===== src/rtl/mux8way_rr_if.sv =====
// Stream bundle for the 8-to-1 round-robin merge: eight valid/ready input
// lanes plus one registered output lane carrying the source channel number.
interface mux8way_rr_if #(
    parameter int WIDTH = 16
);
    logic [8*WIDTH-1:0] in_data;
    logic [7:0]         in_valid;
    logic [7:0]         in_last;
    logic [7:0]         in_ready;
    logic [WIDTH-1:0]   out_data;
    logic [2:0]         out_sel;
    logic               out_last;
    logic               out_valid;
    logic               out_ready;

    // master drives the input lanes and consumes the output lane
    modport master (
        output in_data, in_valid, in_last, out_ready,
        input  in_ready, out_data, out_sel, out_last, out_valid
    );

    modport slave (
        input  in_data, in_valid, in_last, out_ready,
        output in_ready, out_data, out_sel, out_last, out_valid
    );
endinterface


===== src/rtl/mux8way_rr.sv =====
// Sequential 8-to-1 stream merge: round-robin grant, optional burst lock,
// registered output stage that refills in the cycle it drains.
//
// state     | meaning
// ST_OPEN   | no burst in flight, round-robin scan from ptr+1
// ST_LOCKED | burst in flight, only lock_ch may be granted
module mux8way_rr #(
    parameter int WIDTH       = 16,
    parameter bit LOCK_BURSTS = 1'b1
) (
    input logic         clk,
    input logic         reset_n,
    mux8way_rr_if.slave bus
);
    typedef enum logic {ST_OPEN, ST_LOCKED} state_t;

    state_t             state_q, state_d;
    logic [2:0]         lock_ch_q, lock_ch_d;
    logic [2:0]         ptr_q;
    logic [2:0]         cand;
    logic               has_cand;
    logic               load;
    logic               accept;
    logic [WIDTH-1:0]   data_q;
    logic [2:0]         sel_q;
    logic               last_q;
    logic               valid_q;

    assign load   = !valid_q || bus.out_ready;
    assign accept = has_cand && load && reset_n;

    always_comb begin
        cand     = '0;
        has_cand = 1'b0;
        if (state_q == ST_LOCKED) begin
            cand     = lock_ch_q;
            has_cand = bus.in_valid[lock_ch_q];
        end else begin
            // k=8 wraps back to ptr itself, so the last granted channel is tried last
            for (int k = 1; k <= 8; k++) begin
                if (!has_cand && bus.in_valid[ptr_q + 3'(k)]) begin
                    cand     = ptr_q + 3'(k);
                    has_cand = 1'b1;
                end
            end
        end
    end

    assign bus.in_ready  = accept ? (8'(1) << cand) : 8'h00;
    assign bus.out_data  = data_q;
    assign bus.out_sel   = sel_q;
    assign bus.out_last  = last_q;
    assign bus.out_valid = valid_q;

    always_comb begin
        state_d   = state_q;
        lock_ch_d = lock_ch_q;
        if (accept && LOCK_BURSTS) begin
            if (bus.in_last[cand]) begin
                state_d = ST_OPEN;
            end else begin
                state_d   = ST_LOCKED;
                lock_ch_d = cand;
            end
        end
    end

    always_ff @(posedge clk or negedge reset_n) begin
        if (!reset_n) begin
            state_q   <= ST_OPEN;
            lock_ch_q <= '0;
        end else begin
            state_q   <= state_d;
            lock_ch_q <= lock_ch_d;
        end
    end

    always_ff @(posedge clk or negedge reset_n) begin
        if (!reset_n) begin
            ptr_q   <= 3'd7;
            data_q  <= '0;
            sel_q   <= '0;
            last_q  <= 1'b0;
            valid_q <= 1'b0;
        end else if (accept) begin
            ptr_q   <= cand;
            data_q  <= bus.in_data[cand*WIDTH +: WIDTH];
            sel_q   <= cand;
            last_q  <= bus.in_last[cand];
            valid_q <= 1'b1;
        end else if (load) begin
            // drained with nothing to replace it; payload fields keep their last values
            valid_q <= 1'b0;
        end
    end
endmodule


===== src/flat_wrapper.sv =====
// flat-port wrapper written by rule: the top's interface ports become plain ports
module mux8way_rr_flat 
#(
    parameter int WIDTH       = 16,
    parameter bit LOCK_BURSTS = 1'b1
)
  (clk, reset_n, bus_in_data, bus_in_valid, bus_in_last, bus_out_ready, bus_in_ready, bus_out_data, bus_out_sel, bus_out_last, bus_out_valid);
  mux8way_rr_if #(.WIDTH(WIDTH)) bus_i ();
  input logic clk;
  input logic reset_n;
  input wire logic [$bits(bus_i.in_data)-1:0] bus_in_data;
  input wire logic [$bits(bus_i.in_valid)-1:0] bus_in_valid;
  input wire logic [$bits(bus_i.in_last)-1:0] bus_in_last;
  input wire logic [$bits(bus_i.out_ready)-1:0] bus_out_ready;
  output wire logic [$bits(bus_i.in_ready)-1:0] bus_in_ready;
  output wire logic [$bits(bus_i.out_data)-1:0] bus_out_data;
  output wire logic [$bits(bus_i.out_sel)-1:0] bus_out_sel;
  output wire logic [$bits(bus_i.out_last)-1:0] bus_out_last;
  output wire logic [$bits(bus_i.out_valid)-1:0] bus_out_valid;
  assign bus_i.in_data = bus_in_data;
  assign bus_i.in_valid = bus_in_valid;
  assign bus_i.in_last = bus_in_last;
  assign bus_i.out_ready = bus_out_ready;
  assign bus_in_ready = bus_i.in_ready;
  assign bus_out_data = bus_i.out_data;
  assign bus_out_sel = bus_i.out_sel;
  assign bus_out_last = bus_i.out_last;
  assign bus_out_valid = bus_i.out_valid;
  mux8way_rr #(.WIDTH(WIDTH), .LOCK_BURSTS(LOCK_BURSTS)) u_core (.clk(clk), .reset_n(reset_n), .bus(bus_i));
endmodule

===== config.mk =====
export PLATFORM = sky130hd
export DESIGN_NAME = mux8way_rr_flat
export DESIGN_NICKNAME = d
export VERILOG_FILES = /design/src/rtl/mux8way_rr_if.sv /design/src/rtl/mux8way_rr.sv /design/src/flat_wrapper.sv
export SDC_FILE = /design/constraint.sdc
export NUM_CORES = 1
export LEC_CHECK = 0
export CORE_MARGIN = 1
export CORE_UTILIZATION = 25
export CTS_CLUSTER_SIZE = 25
export DETAILED_ROUTE_END_ITERATION = 6
export SLEW_MARGIN = 40
export SYNTH_ARGS = -nofsm -noshare
export SYNTH_HDL_FRONTEND = slang
export SYNTH_SLANG_ARGS = --single-unit

===== constraint.sdc =====
create_clock -name clk -period 6.9 [get_ports clk]
set_input_delay 2.07 -clock clk [delete_from_list [all_inputs] [get_ports clk]]
set_output_delay 2.07 -clock clk [all_outputs]
set_load 0.02 [all_outputs]

After elaboration in Yosys (flattened, before gate mapping)
Index checks and enable logic that the tools add are counted.
{"block": "word_totals", "reg_bits": 28, "inputBits": 147, "output_inout_bits": 29, "wordCells": 96}
{"block": "classes", "addsub": 7, "order_cmp": 10, "shift": 2, "mux": 49, "bitwise_logic": 1, "n_reduce_logical": 20}
{"cell": "indexed part select 128 x 8 -> 16 bit", "n": 1}
{"cell": "less-than comparator 3 x 4 -> 1 bit (second input constant)", "n": 10}
{"cell": "binary-select mux 1 bit (select 3 bit)", "n": 10}
{"cell": "2-to-1 mux 1 bit", "n": 29}
{"cell": "2-to-1 mux 3 bit", "n": 9}
{"cell": "adder 3 bit (second input constant)", "n": 4}
{"cell": "logical AND 1 bit", "n": 9}
{"cell": "logical NOT 1 bit", "n": 8}
{"cell": "2-to-1 mux 8 bit", "n": 1}
{"cell": "left shift 1 x 3 -> 8 bit (first input constant)", "n": 1}
{"cell": "adder 3 x 2 -> 3 bit (second input constant)", "n": 2}
{"cell": "adder 3 x 1 -> 3 bit (second input constant)", "n": 1}
{"cell": "AND reduction 2 bit", "n": 1}
{"cell": "nonzero test 2 bit", "n": 1}
{"cell": "logical OR 1 bit", "n": 1}
{"cell": "inverter 1 bit", "n": 1}

Logic depth before layout (Yosys ltp)
Gate-level depths: netlist of run 1.
{"block": "logic_depth", "depth_word": 37, "depth_mapped": 19, "ltp_nobuf": 12}

Worst setup path after synthesis of run 1
No wires, ideal clock.
{"block": "synth_path", "path_type": "input -> output", "startpoint": "in bus_in_valid[2]", "endpoint": "out bus_in_ready[4]", "arrival_ps": 4775, "t_required_ps": 4830, "slack_ps": 55, "path_stages": 11, "n_path_buf": 2, "path_cell_list": "clkbuf_1 > mux2i_1 > mux2_1 > a221o_1 > nand3b_1 > o31ai_1 > or4_1 > nand3b_1 > nand2b_1 > clkbuf_1 > nor3_1"}
{"block": "synth_via", "elab_chain_cells": 35, "word_cells_on_any_way": 61, "classes_between": "shift: 1; mux: 44; reduce/logical: 16"}
{"element": "from (decl)", "line_no": "flat_wrapper.sv:12", "source": "input wire logic [$bits(bus_i.in_valid)-1:0] bus_in_valid;"}
{"element": "binary-select mux 1 bit (select 3 bit)", "line_no": "mux8way_rr.sv:41", "source": "if (!has_cand && bus.in_valid[ptr_q + 3'(k)]) begin"}
{"element": "2-to-1 mux 1 bit (implied by the code)", "line_no": "mux8way_rr.sv:41"}
{"element": "2-to-1 mux 1 bit", "line_no": "mux8way_rr.sv:41"}
{"element": "2-to-1 mux 1 bit", "line_no": "mux8way_rr.sv:35", "source": "if (state_q == ST_LOCKED) begin"}
{"element": "logical NOT 1 bit", "line_no": "mux8way_rr.sv:41"}
{"element": "logical AND 1 bit", "line_no": "mux8way_rr.sv:41"}
{"element": "2-to-1 mux 1 bit", "line_no": "mux8way_rr.sv:41"}
{"element": "2-to-1 mux 1 bit", "line_no": "mux8way_rr.sv:35"}
{"element": "[... 18 more ...]"}
{"element": "2-to-1 mux 1 bit", "line_no": "mux8way_rr.sv:41"}
{"element": "2-to-1 mux 1 bit", "line_no": "mux8way_rr.sv:35"}
{"element": "logical NOT 1 bit", "line_no": "mux8way_rr.sv:41"}
{"element": "logical AND 1 bit", "line_no": "mux8way_rr.sv:41"}
{"element": "2-to-1 mux 1 bit", "line_no": "mux8way_rr.sv:41"}
{"element": "2-to-1 mux 1 bit", "line_no": "mux8way_rr.sv:35"}
{"element": "logical AND 1 bit (2 in a row)", "line_no": "mux8way_rr.sv:30", "source": "assign accept = has_cand && load && reset_n;"}
{"element": "2-to-1 mux 8 bit (*)", "line_no": "mux8way_rr.sv:49", "source": "assign bus.in_ready = accept ? (8'(1) << cand) : 8'h00;"}
{"element": "to (decl)", "line_no": "flat_wrapper.sv:15", "source": "output wire logic [$bits(bus_i.in_ready)-1:0] bus_in_ready;"}
Mark *: on every way between the ends. The rest lies on a longest branch, timed or not. The select of a mux whose other input is x is not followed.

Worst setup path after layout of run 1
{"block": "layout_path", "startpoint": "in bus_in_valid[1]", "endpoint": "out bus_in_ready[3]"}
The elaborated chain is that of the path after synthesis.

==> flow_summary_export.csv, run 1 <==
group,metric,value,unit
routing,finalWirelength,12900,um
run,cap_violations,0,
power,switching_share,47.7,%
clock_tree,postCtsHoldBufs,0,
clock_tree,cts_tree,"built",
power,peakVddDrop,353,uV
routing,drtAntennaViolNets,0,
routing,first_iter_violations,238,
setup_path,rr_startpoint,"u_core.ptr_q[0]",
place,io_buffers,175,
synthesis,synth_edf_count,0,
clock_tree,root_buffer,"clkbuf_16",
setup_path,worstPathMaxFanout,9,
synthesis,async_flop_share,100,%
setup_path,criticalPathCategory,"input pin to output port",
setup_path,worst-r2r-cell-count,17,
grt,grt_pass1_vias,3776,
floorplan,die_area,0.0143,mm2
power,report.power.total,3.41,mW
floorplan,coreArea,0.0133,mm2
grt,gr-usage-all-layers,17.8,%
synthesis,synth-compound-area-share,19.0,%
grt,antenna_found_initial,0,
sta,timing.hold.ws,485,ps
clock_tree,htreeDepth,1,
power,intPower,1.78,mW
synthesis,synth_cells,388,
synthesis,syn-mean-instance-area,8.90,um2
power,clkPwrFrac,5.0,%
synthesis,synth_mux_area_share,38.5,%
setup_path,startpoint_type,"input pin",
sta,hold_viol,0,
sta,setup_viol,0,
setup_path,cp-endpoint,"bus_in_ready[3]",
setup_path,cp-startpoint,"bus_in_valid[1]",
sta,final_max_slew_viol_count,0,
floorplan,die_x,120,um
cells_and_area,finalCoreUtilization,43.6,%
clock_tree,cts.reportedPaths.clkPinSlew,70,ps
synthesis,syn_area,0.00345,mm2
synthesis,synth_fp_nets,537,
floorplan,row_count,42,
synthesis,yosys.area_share.adder,0.724,%
setup_path,r2r_setup_slack,1970,ps
sta,period_share,97.2,%
sta,rsz0062_at_grt,"false",
sta,relSlewSlack,63.9,%
synthesis,yosys.area_share.simple,12.5,%
synthesis,ys_types,57,
clock_tree,cts_made_buffers,3,
cells_and_area,instances_no_fill,762,
floorplan,floorplan.initialDensity,25.9,%
routing,routedWlPerCell,16.9,um
place,hpwl,10500,um
power,p_leak,2.45,nW
cells_and_area,antenna_cells,0,
power,combPwrFrac,84.9,%
clock_tree,clkSinkCount,28,
floorplan,io_pins,176,
grt,grt_max_degree,43,
sta,clock_skew,3.47,ps
synthesis,ys_seq_area_share,20.4,%
synthesis,synth_top_family_by_area,"multiplexers",
setup_path,cp.required,4830,ps
routing,remaining_drc_errors,0,
cells_and_area,drive_gt1_share,27.3,%
synthesis,synthXorXnorAreaFrac,1.96,%
sta,tns,0,ps
grt,grt_overflow,0,
sta,max_freq,0.149,GHz
setup_path,crit_arrival,4640,ps
floorplan,die_y,120,um
clock_tree,insertion_delay,260,ps
routing,drt-vias-per-instance,4.94,
power,seqPwrFrac,10.1,%
sta,period_minus_slack,6710,ps
routing,num_vias,3766,
outcome,outcome,"finished clean",
synthesis,ys_seq_elements,28,
place,gp_congestion,0.833,
setup_path,end_kind,"output port",
cells_and_area,area_growth,68.4,%
sta,worst_slew_pin_slew,538,ps
clock_tree,clock_path_buffers,2,
place,dp_cells,753,
cells_and_area,nets,736,
power,p_switching,1.63,mW
worst_hold_path,hold_class,"register to register",
grt,grt_pass1_wl,20000,um
synthesis,ys.flop_type,"dfrtp_1",
setup_path,r2r-end,"u_core.lock_ch_q[1]",
synthesis,synth_warnings,0,
power,power_density,586,mW/mm2
routing,first_pass_iters,4,
## worst min path at each step
stage,cells past startpoint,to,startpoint,slack (ps)
2_1_floorplan,1,u_core.lock_ch_q[0],u_core.lock_ch_q[0],520
3_3_place_gp,2,u_core.bus.out_data[15],u_core.bus.out_data[15],470
3_5_place_dp,2,u_core.bus.out_data[13],u_core.bus.out_data[13],470
4_1_cts,2,u_core.bus.out_data[5],u_core.bus.out_data[5],500
5_1_grt,2,u_core.bus.out_data[13],u_core.bus.out_data[13],510
6_report,2,u_core.bus.out_data[8],u_core.bus.out_data[8],480
## area by class of cell
| class | count | area [um2] |
|---|---|---|
| multi-input combinational | 312 | 2640 |
| inverter | 12 | 45.0 |
| fill | 1378 | 7530 |
| timing repair buffer | 230 | 2100 |
| clock inverter | 1 | 30.0 |
| clock buffer | 3 | 75.1 |
| sequential | 28 | 704 |
| tap | 176 | 220 |
## stage by stage
stage	setup WS, ps	area (um2)
2_1_floorplan	54.7	3450
3_3_place_gp	-823	5640
3_5_place_dp	-875	5640
4_1_cts	0.122	5760
5_1_grt	62.2	5820
6_report	191	5820
## power by group through the flow
stage	Clock, mW	Combinational [mW]	Sequential [mW]
floorplan	0	1.89	0.378
global placement	0	2.77	0.344
detailed placement	0	2.79	0.347
CTS	0.176	2.83	0.346
global route	0.185	3.15	0.357
finish	0.171	2.90	0.343
## cell usage in the layout, fill, tap and decap left out, types with 3 or more instances in the layout
master / instances
dfstp_2: 3
o21ai_1: 6
mux2i_1: 51
nor3_2: 5
o221ai_1: 16
clkbuf_2: 7
dfrtp_1: 25
mux4_2: 13
buf_4: 58
mux2_2: 40
a21oi_1: 10
clkbuf_16: 3
nor2_1: 7
nand2_1: 64
mux2_1: 3
clkdlybuf4s50_1: 159
o22ai_2: 4
buf_2: 5
o21ai_0: 32
a221o_1: 3
inv_1: 11
nand2b_1: 4
## critical path, stage by stage
cell and delay [ps]:
buf_2 150, mux4_2 470, nand2b_4 150, o21a_1 130
nand3b_1 250, or3_4 450, o41ai_2 270, nand3b_1 260
or2_4 230, nor2_1 70, buf_4 160
## kinds of logic after synthesis
logic type               count (synthesis)
adder cells (fa/ha/maj)                  2
flip-flops                              28
multiplexers                           110
buffers and inverters                   48
AND/OR/NAND/NOR                         97
XOR/XNOR                                 6
AO/OA/AOI/OAI                           97
## state kept, by name (all words and copies together) (netlist names)
name and flops:
u_core.bus.out_data 16, u_core.bus.out_last 1, u_core.bus.out_sel 3, u_core.bus.out_valid 1
u_core.lock_ch_q 3, u_core.ptr_q 3, u_core.state_q 1
## Yosys cell counts, drive strengths merged, types with 7 or more instances
master	instances	area share, %
a21oi	10	1.4
buf	24	4.3
clkbuf	12	1.3
dfrtp	25	18
inv	12	1.3
mux2	43	14
mux2i	54	16
mux4	13	8.5
nand2	64	7.0
nor2	7	0.76
o21ai	38	5.5
o221ai	16	4.1
## per-layer routing
| metal | routed length, um | GRT usage, % | vias to the layer above |
|---|---|---|---|
| met5 | 0 | 0 | - |
| met4 | 127 | 3.83 | 0 |
| met3 | 720 | 2.71 | 9 |
| met2 | 6600 | 32.0 | 143 |
| met1 | 5440 | 22.2 | 1772 |
| li1 | - | - | 1842 |
## repair_timing
item	in CTS	in global routing
setup endpoints to repair	8	8
buffers inserted	2	3
hold endpoints to repair	0	0
resized for setup	55	32
pin swaps	3	7
cloned	0	0
Note: power is estimated with default switching activity, not from simulation.
==> run 2, diff against run 1 <==
HOLD_SLACK_MARGIN = 0.03   (was unset)
==> results of run 2 <==
No change in the layout: final DEF, timing and power equal those of run 1.
==> run 3, diff against run 2 <==
CORE_ASPECT_RATIO = 1.75   (was unset)
CORE_MARGIN = unset   (was 1)
REMOVE_ABC_BUFFERS = 1   (was unset)
==> flow_summary_export.csv, run 3 (synthesized netlist as in run 1, its figures left out) <==
group,metric,value,unit
floorplan,die_y,158,um
cells_and_area,nets,732,
cells_and_area,ff_latch_area,704,um2
floorplan,io_pins,176,
run,cap_violations,0,
clock_tree,insertion_delay,270,ps
setup_path,crit_arrival,4660,ps
routing,num_vias,3766,
power,power_density,594,mW/mm2
clock_tree,htreeDepth,1,
cells_and_area,area_growth,68.2,%
power,report.power.total,3.45,mW
power,peakVddDrop,488,uV
routing,remaining_drc_errors,0,
sta,setup_viol,0,
worst_hold_path,hold_class,"register to register",
floorplan,row_count,56,
cells_and_area,final_cell_mix,"158 x clkdlybuf4s50_1, 64 x nand2_1, 52 x mux2i_1",
clock_tree,root_buffer,"clkbuf_16",
cells_and_area,layout_commonest_cell,"clkdlybuf4s50_1",
grt,grt_pass1_wl,20100,um
floorplan,floorplan.initialDensity,25.7,%
grt,grt_max_degree,35,
floorplan,die_x,90.9,um
cells_and_area,nFillCells,1337,
clock_tree,clkSinkCount,28,
grt,grt_pass1_vias,4051,
sta,max_freq,0.148,GHz
outcome,outcome,"finished clean",
sta,hold_viol,0,
cells_and_area,antenna_cells,0,
grt,grt_overflow,0,
sta,rsz0062_at_grt,"false",
grt,gr-usage-all-layers,17.7,%
cells_and_area,multi_input_area,0.00266,mm2
sta,period_share,97.6,%
setup_path,end_kind,"output port",
routing,first_pass_iters,4,
clock_tree,clock_path_buffers,2,
routing,first_iter_violations,134,
sta,worst_slew_pin_slew,686,ps
setup_path,cp.required,4830,ps
sta,clock_skew,2.88,ps
routing,drt-vias-per-instance,4.98,
floorplan,die_area,0.0143,mm2
clock_tree,cts.reportedPaths.clkPinSlew,70,ps
place,gp_congestion,0.938,
clock_tree,cts_made_buffers,3,
setup_path,worstPathMaxFanout,10,
place,hpwl,10300,um
routing,drtAntennaViolNets,0,
cells_and_area,drive_gt1_share,26.1,%
routing,routedWlPerCell,16.7,um
routing,finalWirelength,12600,um
sta,final_max_slew_viol_count,0,
sta,period_minus_slack,6730,ps
cells_and_area,largest_reg_flops,16,
place,io_buffers,175,
setup_path,criticalPathCategory,"input pin to output port",
sta,relSlewSlack,54.2,%
clock_tree,cts_tree,"built",
grt,antenna_found_initial,0,
floorplan,coreArea,0.0135,mm2
setup_path,startpoint_type,"input pin",
power,p_leak,2.43,nW
sta,tns,0,ps
-- run 3: cell types whose count changed in the layout (fill, tap and decap cells not counted), sizes merged --
cell and delta:
bufinv -1, clkdlybuf4s50 -1, clkbuf -1, buf -1
-- run 3: layout make-up --
type,instances,share of cell area [%]
Timing Repair Buffer,226,36.0
Tap cell,174,3.75
Sequential cell,28,12.1
Multi-Input combinational cell,312,45.8
Inverter,12,0.775
Clock buffer,4,1.53
-- run 3: through the flow --
stage               cell area, um2  cells  utilization, %  hold slack, ps  setup slack (ps)
CTS                           5780    756            43.0             491              2.13
detailed placement            5630    749            41.8             473              -998
global route                  5810    756            43.2             509              28.9
floorplan                     3260    352               -             520             -2870
global placement              5630    749            41.8             472              -993
finish                        5810    756            43.2             491               165
-- run 3: critical path, cell delays in order --
cell and delay, ps:
clkbuf_4 160, mux4_2 460, nand2b_4 150, o21a_1 130, nand3b_1 220, buf_4 180
o31ai_4 240, a221o_1 180, nand3b_1 180, or2_4 330, nor3_4 220, buf_6 140
-- run 3: final timing paths --
check	start	endpoint	slack, ps	cells past startpoint
worst min-delay path	u_core.bus.out_data[9]	u_core.bus.out_data[9]	490	2
worst max-delay path	bus_in_valid[7]	bus_in_ready[0]	170	12
min in group asynchronous	reset_n	u_core.bus.out_data[0]	1820	2
worst min register to register	u_core.bus.out_data[9]	u_core.bus.out_data[9]	490	2
max in group asynchronous	reset_n	u_core.ptr_q[1]	4770	2
worst max register to register	u_core.ptr_q[0]	u_core.lock_ch_q[1]	2150	16
-- run 3: timing repair --
| action | CTS | global route |
|---|---|---|
| resized for setup | 71 | 28 |
| gates cloned | 0 | 0 |
| hold buffers | 0 | 0 |
| setup endpoints to repair | 8 | 8 |
| pin swaps | 6 | 10 |
| setup buffers | 3 | 0 |
-- run 3: where the power goes --
part           switching (mW)  total, mW  internal (mW)
Sequential             0.0794      0.339          0.260
Combinational            1.51       2.97           1.46
Clock                  0.0574      0.146         0.0890
-- run 3: layer usage --
metal / share of wire, % / track usage, % / vias up
met5: 0 / 0 / -
met4: 3.3 / 7.11 / 0
met3: 4.5 / 2.75 / 25
met2: 57 / 35.9 / 128
met1: 35 / 17.5 / 1773
li1: - / - / 1840
